**config.mk**
```make
export PLATFORM = sky130hd
export DESIGN_NAME = ssd_scan_driver
export DESIGN_NICKNAME = d
export VERILOG_FILES = /design/src/rtl/atm_pkg.sv /design/src/rtl/blink_gen.sv /design/src/rtl/ssd_scan_driver.sv
export SDC_FILE = /design/constraint.sdc
export NUM_CORES = 1
export LEC_CHECK = 0
export BUFFER_PORTS_ARGS = -buffer_cell sky130_fd_sc_hd__buf_2
export CAP_MARGIN = 0
export CORE_MARGIN = 2
export CORE_UTILIZATION = 60
export DETAILED_ROUTE_END_ITERATION = 16
export PLACE_DENSITY_LB_ADDON = 0.25
export SETUP_SLACK_MARGIN = 0.05
export SLEW_MARGIN = 5
export SYNTH_ARGS = -nofsm -noshare
export SYNTH_HDL_FRONTEND = slang
export SYNTH_SLANG_ARGS = --single-unit
```
**constraint.sdc**
```tcl
create_clock -name clk -period 4.3 [get_ports clk]
set_input_delay 0 -clock clk [delete_from_list [all_inputs] [get_ports clk]]
set_output_delay 0 -clock clk [all_outputs]
set_load 0.02 [all_outputs]
```
**src/rtl/atm_pkg.sv**
```systemverilog
// Shared display constants for the ATM controller: blanking values, segment glyphs
// {g,f,e,d,c,b,a} with 1 = lit, and the latched frame record used by the scan driver.
package atm_pkg;

   localparam logic [6:0] SEG_OFF = 7'h7F;
   localparam logic [3:0] AN_OFF  = 4'hF;

   localparam logic [6:0] GLYPH_C    = 7'h39;
   localparam logic [6:0] GLYPH_A    = 7'h77;
   localparam logic [6:0] GLYPH_R    = 7'h50;
   localparam logic [6:0] GLYPH_D    = 7'h5E;
   localparam logic [6:0] GLYPH_P    = 7'h73;
   localparam logic [6:0] GLYPH_E    = 7'h79;
   localparam logic [6:0] GLYPH_DASH = 7'h40;
   localparam logic [6:0] GLYPH_O    = 7'h3F;
   localparam logic [6:0] GLYPH_N    = 7'h54;
   localparam logic [6:0] GLYPH_F    = 7'h71;
   localparam logic [6:0] GLYPH_I    = 7'h06;
   localparam logic [6:0] GLYPH_L    = 7'h38;
   localparam logic [6:0] GLYPH_S    = 7'h6D;
   localparam logic [6:0] GLYPH_0    = 7'h3F;
   localparam logic [6:0] GLYPH_1    = 7'h06;
   localparam logic [6:0] GLYPH_2    = 7'h5B;
   localparam logic [6:0] GLYPH_3    = 7'h4F;
   localparam logic [6:0] GLYPH_4    = 7'h66;
   localparam logic [6:0] GLYPH_5    = 7'h6D;
   localparam logic [6:0] GLYPH_6    = 7'h7D;
   localparam logic [6:0] GLYPH_7    = 7'h07;
   localparam logic [6:0] GLYPH_8    = 7'h7F;
   localparam logic [6:0] GLYPH_9    = 7'h6F;

   // digits[3] is the left-most digit
   typedef struct packed {
      logic [3:0][6:0] digits;
      logic [3:0]      dig_blink;
      logic [7:0]      led;
      logic [7:0]      led_blink;
      logic [3:0]      bright;
   } shadow_t;

   function automatic logic [3:0] an_sel(input logic [1:0] slot);
      return ~(4'b0001 << slot);
   endfunction

endpackage

```
**src/rtl/blink_gen.sv**
```systemverilog
// Blink phase generator: divides clk by BLINK_DIV and toggles the phase on each wrap.
// Phase resets to 1 so blinking items start out visible.
module blink_gen #(
   parameter int BLINK_DIV = 25000000
) (
   input  logic clk,
   input  logic rst,
   output logic blink_phase
);

   localparam int CW = (BLINK_DIV > 1) ? $clog2(BLINK_DIV) : 1;
   localparam logic [CW-1:0] LAST = CW'(BLINK_DIV - 1);

   logic [CW-1:0] count;

   always_ff @(posedge clk or negedge rst) begin
      if (!rst) begin
         count       <= '0;
         blink_phase <= 1'b1;
      end else if (count == LAST) begin
         count       <= '0;
         blink_phase <= ~blink_phase;
      end else begin
         count <= count + 1'b1;
      end
   end

endmodule

```
**src/rtl/ssd_scan_driver.sv**
```systemverilog
// Four-digit common-anode scan driver with frame-synchronous shadow latching,
// per-digit / per-LED blinking and 16-level brightness. Outputs lag the scan counter by one cycle.
module ssd_scan_driver
   import atm_pkg::*;
#(
   parameter int REFRESH_LOG2 = 16,
   parameter int BLINK_DIV    = 25000000,
   parameter int GUARD        = 8
) (
   input  logic       clk,
   input  logic       rst,
   input  logic [6:0] digit4,
   input  logic [6:0] digit3,
   input  logic [6:0] digit2,
   input  logic [6:0] digit1,
   input  logic [7:0] led_in,
   input  logic [3:0] dig_blink,
   input  logic [7:0] led_blink,
   input  logic [3:0] bright,
   output logic [3:0] AN,
   output logic [6:0] SEG,
   output logic [7:0] LED,
   output logic       frame_tick
);

   localparam logic [REFRESH_LOG2-1:0] GUARD_CNT = REFRESH_LOG2'(GUARD);

   logic [REFRESH_LOG2-1:0] cnt;
   logic [1:0]              slot;
   shadow_t                 shadow;
   logic                    blink_phase;
   logic                    wrap;
   logic                    frame_start;
   logic [3:0]              top;
   logic [6:0]              pattern;
   logic                    lit;

   blink_gen #(.BLINK_DIV(BLINK_DIV)) u_blink (
      .clk         (clk),
      .rst         (rst),
      .blink_phase (blink_phase)
   );

   assign wrap        = &cnt;
   assign frame_start = wrap && (slot == 2'd0);
   assign top         = cnt[REFRESH_LOG2-1 -: 4];

   // Only the current slot's anode can ever be selected, so at most one AN bit is low.
   always_comb begin
      pattern = shadow.digits[slot];
      lit     = (cnt >= GUARD_CNT) && (top <= shadow.bright)
                && (blink_phase || !shadow.dig_blink[slot]);
   end

   always_ff @(posedge clk or negedge rst) begin
      if (!rst) begin
         cnt        <= '0;
         slot       <= 2'd3;
         shadow     <= '0;
         AN         <= AN_OFF;
         SEG        <= SEG_OFF;
         LED        <= '0;
         frame_tick <= 1'b0;
      end else begin
         cnt <= cnt + 1'b1;
         if (wrap)
            slot <= slot - 2'd1;
         if (frame_start) begin
            shadow.digits    <= {digit4, digit3, digit2, digit1};
            shadow.dig_blink <= dig_blink;
            shadow.led       <= led_in;
            shadow.led_blink <= led_blink;
            shadow.bright    <= bright;
         end
         frame_tick <= frame_start;
         AN         <= lit ? an_sel(slot) : AN_OFF;
         SEG        <= lit ? ~pattern : SEG_OFF;
         LED        <= shadow.led & ~(shadow.led_blink & {8{~blink_phase}});
      end
   end

endmodule
```
# --- Yosys cells after proc, flatten, opt, wreduce, memory -nomap -nowiden ---
# Cells that the tools add are included.
classes:
  n_addsub: 3
  magnitude_cmp: 3
  n_eq_ne: 1
  n_shift: 1
  mux: 7
  n_bitwise: 6
  n_reduce_logical: 7
ops:
  columns: ["cell", "count"]
  rows:
  - ["$add 25x1->25 const B", 1]
  - ["$eq 25x25->1 const B", 1]
  - ["$mux 25", 1]
  - ["$add 16x1->16 const B", 1]
  - ["$and 8x8->8", 2]
  - ["$ge 16x4->1 const B", 1]
  - ["$reduce_and 16->1", 1]
  - ["$bmux 7 s2", 1]
  - ["$mux 7", 2]
  - ["$not 8->8", 1]
  - ["$not 7->7", 1]
  - ["$le 4x4->1", 1]
  - ["$mux 4", 1]
  - ["$not 4->4", 1]
  - ["$shl 1x2->4 const A", 1]
  - ["$logic_and 1x1->1", 3]
  - ["$lt 2x3->1 const B", 1]
  - ["$bmux 1 s2", 1]
  - ["$logic_not 2->1", 1]
  - ["$sub 2x1->2 const B", 1]
  - ["$logic_not 1->1", 1]
  - ["$logic_or 1x1->1", 1]
  - ["$mux 1", 1]
  - ["$not 1->1", 1]
totals:
  register_bits: 116
  output_inout_bits: 20
  elab_cells: 44

# --- Longest topological paths before layout ---
depth:
  word_depth: 6
  mapped_depth: 7

# --- Modules after synthesis ---
# From an unflattened synthesis, not the netlist that was laid out.
unflattened:
  cells_unflattened: 381
  area_unflattened_um2: 5337.6
modules_own_cells:
  columns: ["module", "n_inst", "cells_each", "area_each_um2"]
  rows:
  - ["ssd_scan_driver", 1, 254, 4007.6]
  - ["blink_gen", 1, 127, 1330.0]

# --- Worst setup path before layout ---
# Ideal clock, no wire load.
synth_path:
  path_type: "flip-flop to flip-flop"
  startpoint: "register slot[1]"
  endpoint: "register shadow[0] (netlist bit)"
  arrival_time_ns: 1.802
  required_time_ns: 4.175
  slack_ns: 2.373
  stages_incl_launch_ff: 7
  n_path_buf: 2
  cell_sequence: "dfstp_2 -> clkbuf_1 -> inv_1 -> ha_1 -> nand4_4 -> buf_6 -> mux2_4"
synth_between:
  elab_chain_len: 2
synth_lines:
  columns: ["element", "line_no", "source"]
  rows:
  - ["start, declared", "ssd_scan_driver.sv:29", "logic [1:0] slot;"]
  - ["start signal, assigned", "ssd_scan_driver.sv:67", "slot <= slot - 2'd1;"]
  - ["$logic_not 2->1", "ssd_scan_driver.sv:45", "assign frame_start = wrap && (slot == 2'd0);"]
  - ["$logic_and 1x1->1", "ssd_scan_driver.sv:45", null]
  - ["end, declared", "ssd_scan_driver.sv:30", "shadow_t shadow;"]
# No other way between the ends.
# A chain may end at the register's enable or synchronous reset.

# --- Worst setup path in the final report ---
layout_path:
  startpoint: "register cnt[1]"
  endpoint: "register shadow[16] (netlist bit)"
layout_between:
  elab_chain_len: 2
layout_lines:
  columns: ["element", "line_no", "source"]
  rows:
  - ["start, declared", "ssd_scan_driver.sv:28", "logic [REFRESH_LOG2-1:0] cnt;"]
  - ["start signal, assigned", "ssd_scan_driver.sv:65", "cnt <= cnt + 1'b1;"]
  - ["$reduce_and 16->1", "ssd_scan_driver.sv:44", "assign wrap = &cnt;"]
  - ["$logic_and 1x1->1", "ssd_scan_driver.sv:45", null]
# No other way between the ends.

==> qor.yml <==
floorplan:
  rows: 33
  die_area_sq_mm: 0.00941
  fp.coreArea_sq_mm: 0.00830
  ios: 74
  die_w_um: 97.0
  die_y_um: 97.0
  initial_core_util: 0.625
critical_path:
  cp.arrival_ps: 3150
  slowest_stage: "nand4_4"
  end_kind: "register"
  path_class: "register to register"
  crit_path_start_kind: "register"
  critical_path.cell_chain: "ha_1 > nand4_1 > nor2_2 > nand4_4 > buf_4 > mux2_4"
  rr_worst_depth: 6
  max_stage_delay_ps: 660
  crit_fanout: 32
  r2r_slack_ps: 1530
  required_ps: 4690
timing:
  setup_viol: 0
  hold_violations: 0
  totalNegativeSetupSlack_ps: 0
  maxSlewViolCount: 0
  min_period_ps: 2770
  tightest_slew_ps: 1060
  max_clock_freq_ghz: 0.361
  rsz0062_at_grt: "no"
  fin_crit_sh: 0.644
  maxSlewHeadroom: 0.296
  finClkSkew_ps: 11.3
synthesis:
  avgSynthCellArea_sq_um: 14.0
  synth_common_cells: "dfrtp_1, mux2_4, nand3_1"
  synth_edf_count: 0
  async_reset_ff_frac: 1.00
  yosysWarnings: 0
  syn_inst: 370
  ys_seq_elements: 116
  synth_seq_area_share: 0.563
  yosysMostFrequentCell: "dfrtp_1"
  yosys.area.top_type: "dfrtp_1"
  synth_area_leaders: "dfrtp_1, mux2_4, dfstp_2"
  synth_top_area_frac: 0.492
  synth.distinct_cells: 38
  synth_nets: 435
  synth_area_sq_mm: 0.00519
  ys.flop_type: "dfrtp_1"
worst_hold_path:
  hp-class: "input port to asynchronous set/reset pin"
clock_tree:
  cts_tree: "yes"
  cts_buffers: 17
  worstSkewPairLatency_ps: 510
  ctsRootBufferMaster: "clkbuf_8"
  postCtsSetupBuffers: 0
  path_clk_slew_ps: 60
  cts_max_path_buffers: 2
  h-tree-depth: 4
  cts.sinks: 116
layout:
  drive_gt1_frac: 0.359
  fin_nets: 570
  stdcell_count: 624
  ff_latch_area_sq_mm: 0.00292
  area_delta_synth_final_pct: 29.4
  nFillCells: 440
  multi_input_area_sq_mm: 0.00212
  final_util: 0.809
status:
  outcome: "finished, final reports clean"
grt:
  grt-ovfl-total: 0
  grt_max_degree: 85
  grt_pass1_vias: 3688
  antenna_found_initial: 1
  globalRouteTotalUtil: 0.261
  grt_pass1_wl_um: 18800
placed_design:
  dp_hpwl_um: 6210
  port_buffers: 73
  place_congestion: 0.828
  numPlacedInstances: 538
pwr:
  p_leak_uw: 0.00325
  power.density_mw_per_mm2: 396
  ir_drop_mv: 0.267
flow_run:
  cap_violations: 0
detailed_routing:
  drt-total-wl_um: 11600
  remaining_drc_errors: 0
  ant_nets: 0
  first_pass_iters: 4
  vias: 3437
  viasPerCell: 5.51
  drtIter0Drc: 207
  post_drt_wl_per_cell_um: 18.5
## flip-flops by register name (all words and copies together), names as in the netlist
| name | cells |
|---|---|
| AN | 4 |
| LED | 8 |
| SEG | 7 |
| cnt | 16 |
| frame_tick | 1 |
| shadow | 52 |
| slot | 2 |
| u_blink.blink_phase | 1 |
| u_blink.count | 25 |
## cell type report
cell class | instances | area share
well taps | 105 | 0.0196
clock buffers | 19 | 0.0643
multi-input cells | 228 | 0.316
repair buffers | 129 | 0.137
inverters | 13 | 0.00727
diodes | 1 | 0.000373
flip-flops and latches | 116 | 0.435
clock inverters | 13 | 0.0199
## routing by layer
metal	track usage	vias to the layer above	share of wire	wire length, um
met4	0.109	0	0.026	301
met3	0.0665	22	0.037	423
met5	0	-	0	0
met1	0.310	1719	0.40	4650
li1	-	1597	-	-
met2	0.451	99	0.53	6180
## per-stage QoR
step	instance area [sq um]	hold WS, ps	setup WS [ps]	total power (uW)
after floorplan	5190	-296	2370	1220
after global placement	5610	232	1630	1280
after detailed placement	5610	234	1540	1290
after CTS	6710	237	1540	2660
after global routing	6710	231	1390	2750
final	6710	213	1530	2660
## report_power, final
group          switching, uW  leakage [uW]  internal (uW)  total, uW
logic                   66.5       0.00156           96.1        163
registers               18.9       0.00141           1130       1150
clock network            513      0.000274            837       1350
total                    598       0.00325           2060       2660
## critical path, delay by kind of cell (launching register included)
| kind | cells | cell delay [ps] |
|---|---|---|
| buffers and inverters | 1 | 540 |
| and+or+nand+nor | 3 | 1130 |
| adders and majority gates | 1 | 220 |
| muxes | 1 | 370 |
| DFF | 1 | 380 |
## final timing paths
check | from | to
max | cnt[1]$_DFF_PN0_ | shadow[16]$_DFFE_PN0P_
min in group clk | led_in[3] | shadow[15]$_DFFE_PN0P_
max in group asynchronous | rst | u_blink.blink_phase$_DFFE_PN1N_
min | rst | u_blink.count[6]$_DFF_PN0_
max reg2reg | cnt[1]$_DFF_PN0_ | shadow[16]$_DFFE_PN0P_
min reg2reg | shadow[9]$_DFFE_PN0P_ | LED[5]$_DFF_PN0_
## cell usage in the layout (no fill, tap or decap), drive strengths merged
cell type / instances
a21boi: 9
a21o: 1
a21oi: 11
and2: 1
and3: 7
and4: 5
buf: 76
bufinv: 2
clkbuf: 19
clkinv: 8
clkinvlp: 3
dfrtp: 102
dfstp: 14
diode: 1
dlygate4sd3: 53
ha: 11
inv: 13
mux2: 52
mux2i: 1
mux4: 8
nand2: 10
nand3: 27
nand4: 10
nor2: 15
nor2b: 2
nor3: 3
nor4: 3
nor4b: 2
o211ai: 1
o21ai: 5
o31ai: 5
or3: 5
or4: 5
xnor2: 16
xor2: 13
## kinds of logic after synthesis
family / synth area share
xor gates and xnor gates: 0.0490
and+or+nand+nor: 0.110
buffers and inverters: 0.0277
DFF: 0.563
adders and majority gates: 0.0265
AOI/OAI and AO/OA: 0.0386
muxes: 0.186
## what timing repair did
| action | CTS | global route |
|---|---|---|
| hold buffers | 53 | 0 |
| gates resized for setup | 0 | 0 |
| endpoints found under the hold margin | 127 | 0 |
Note: power is estimated with default switching activity, not from simulation.
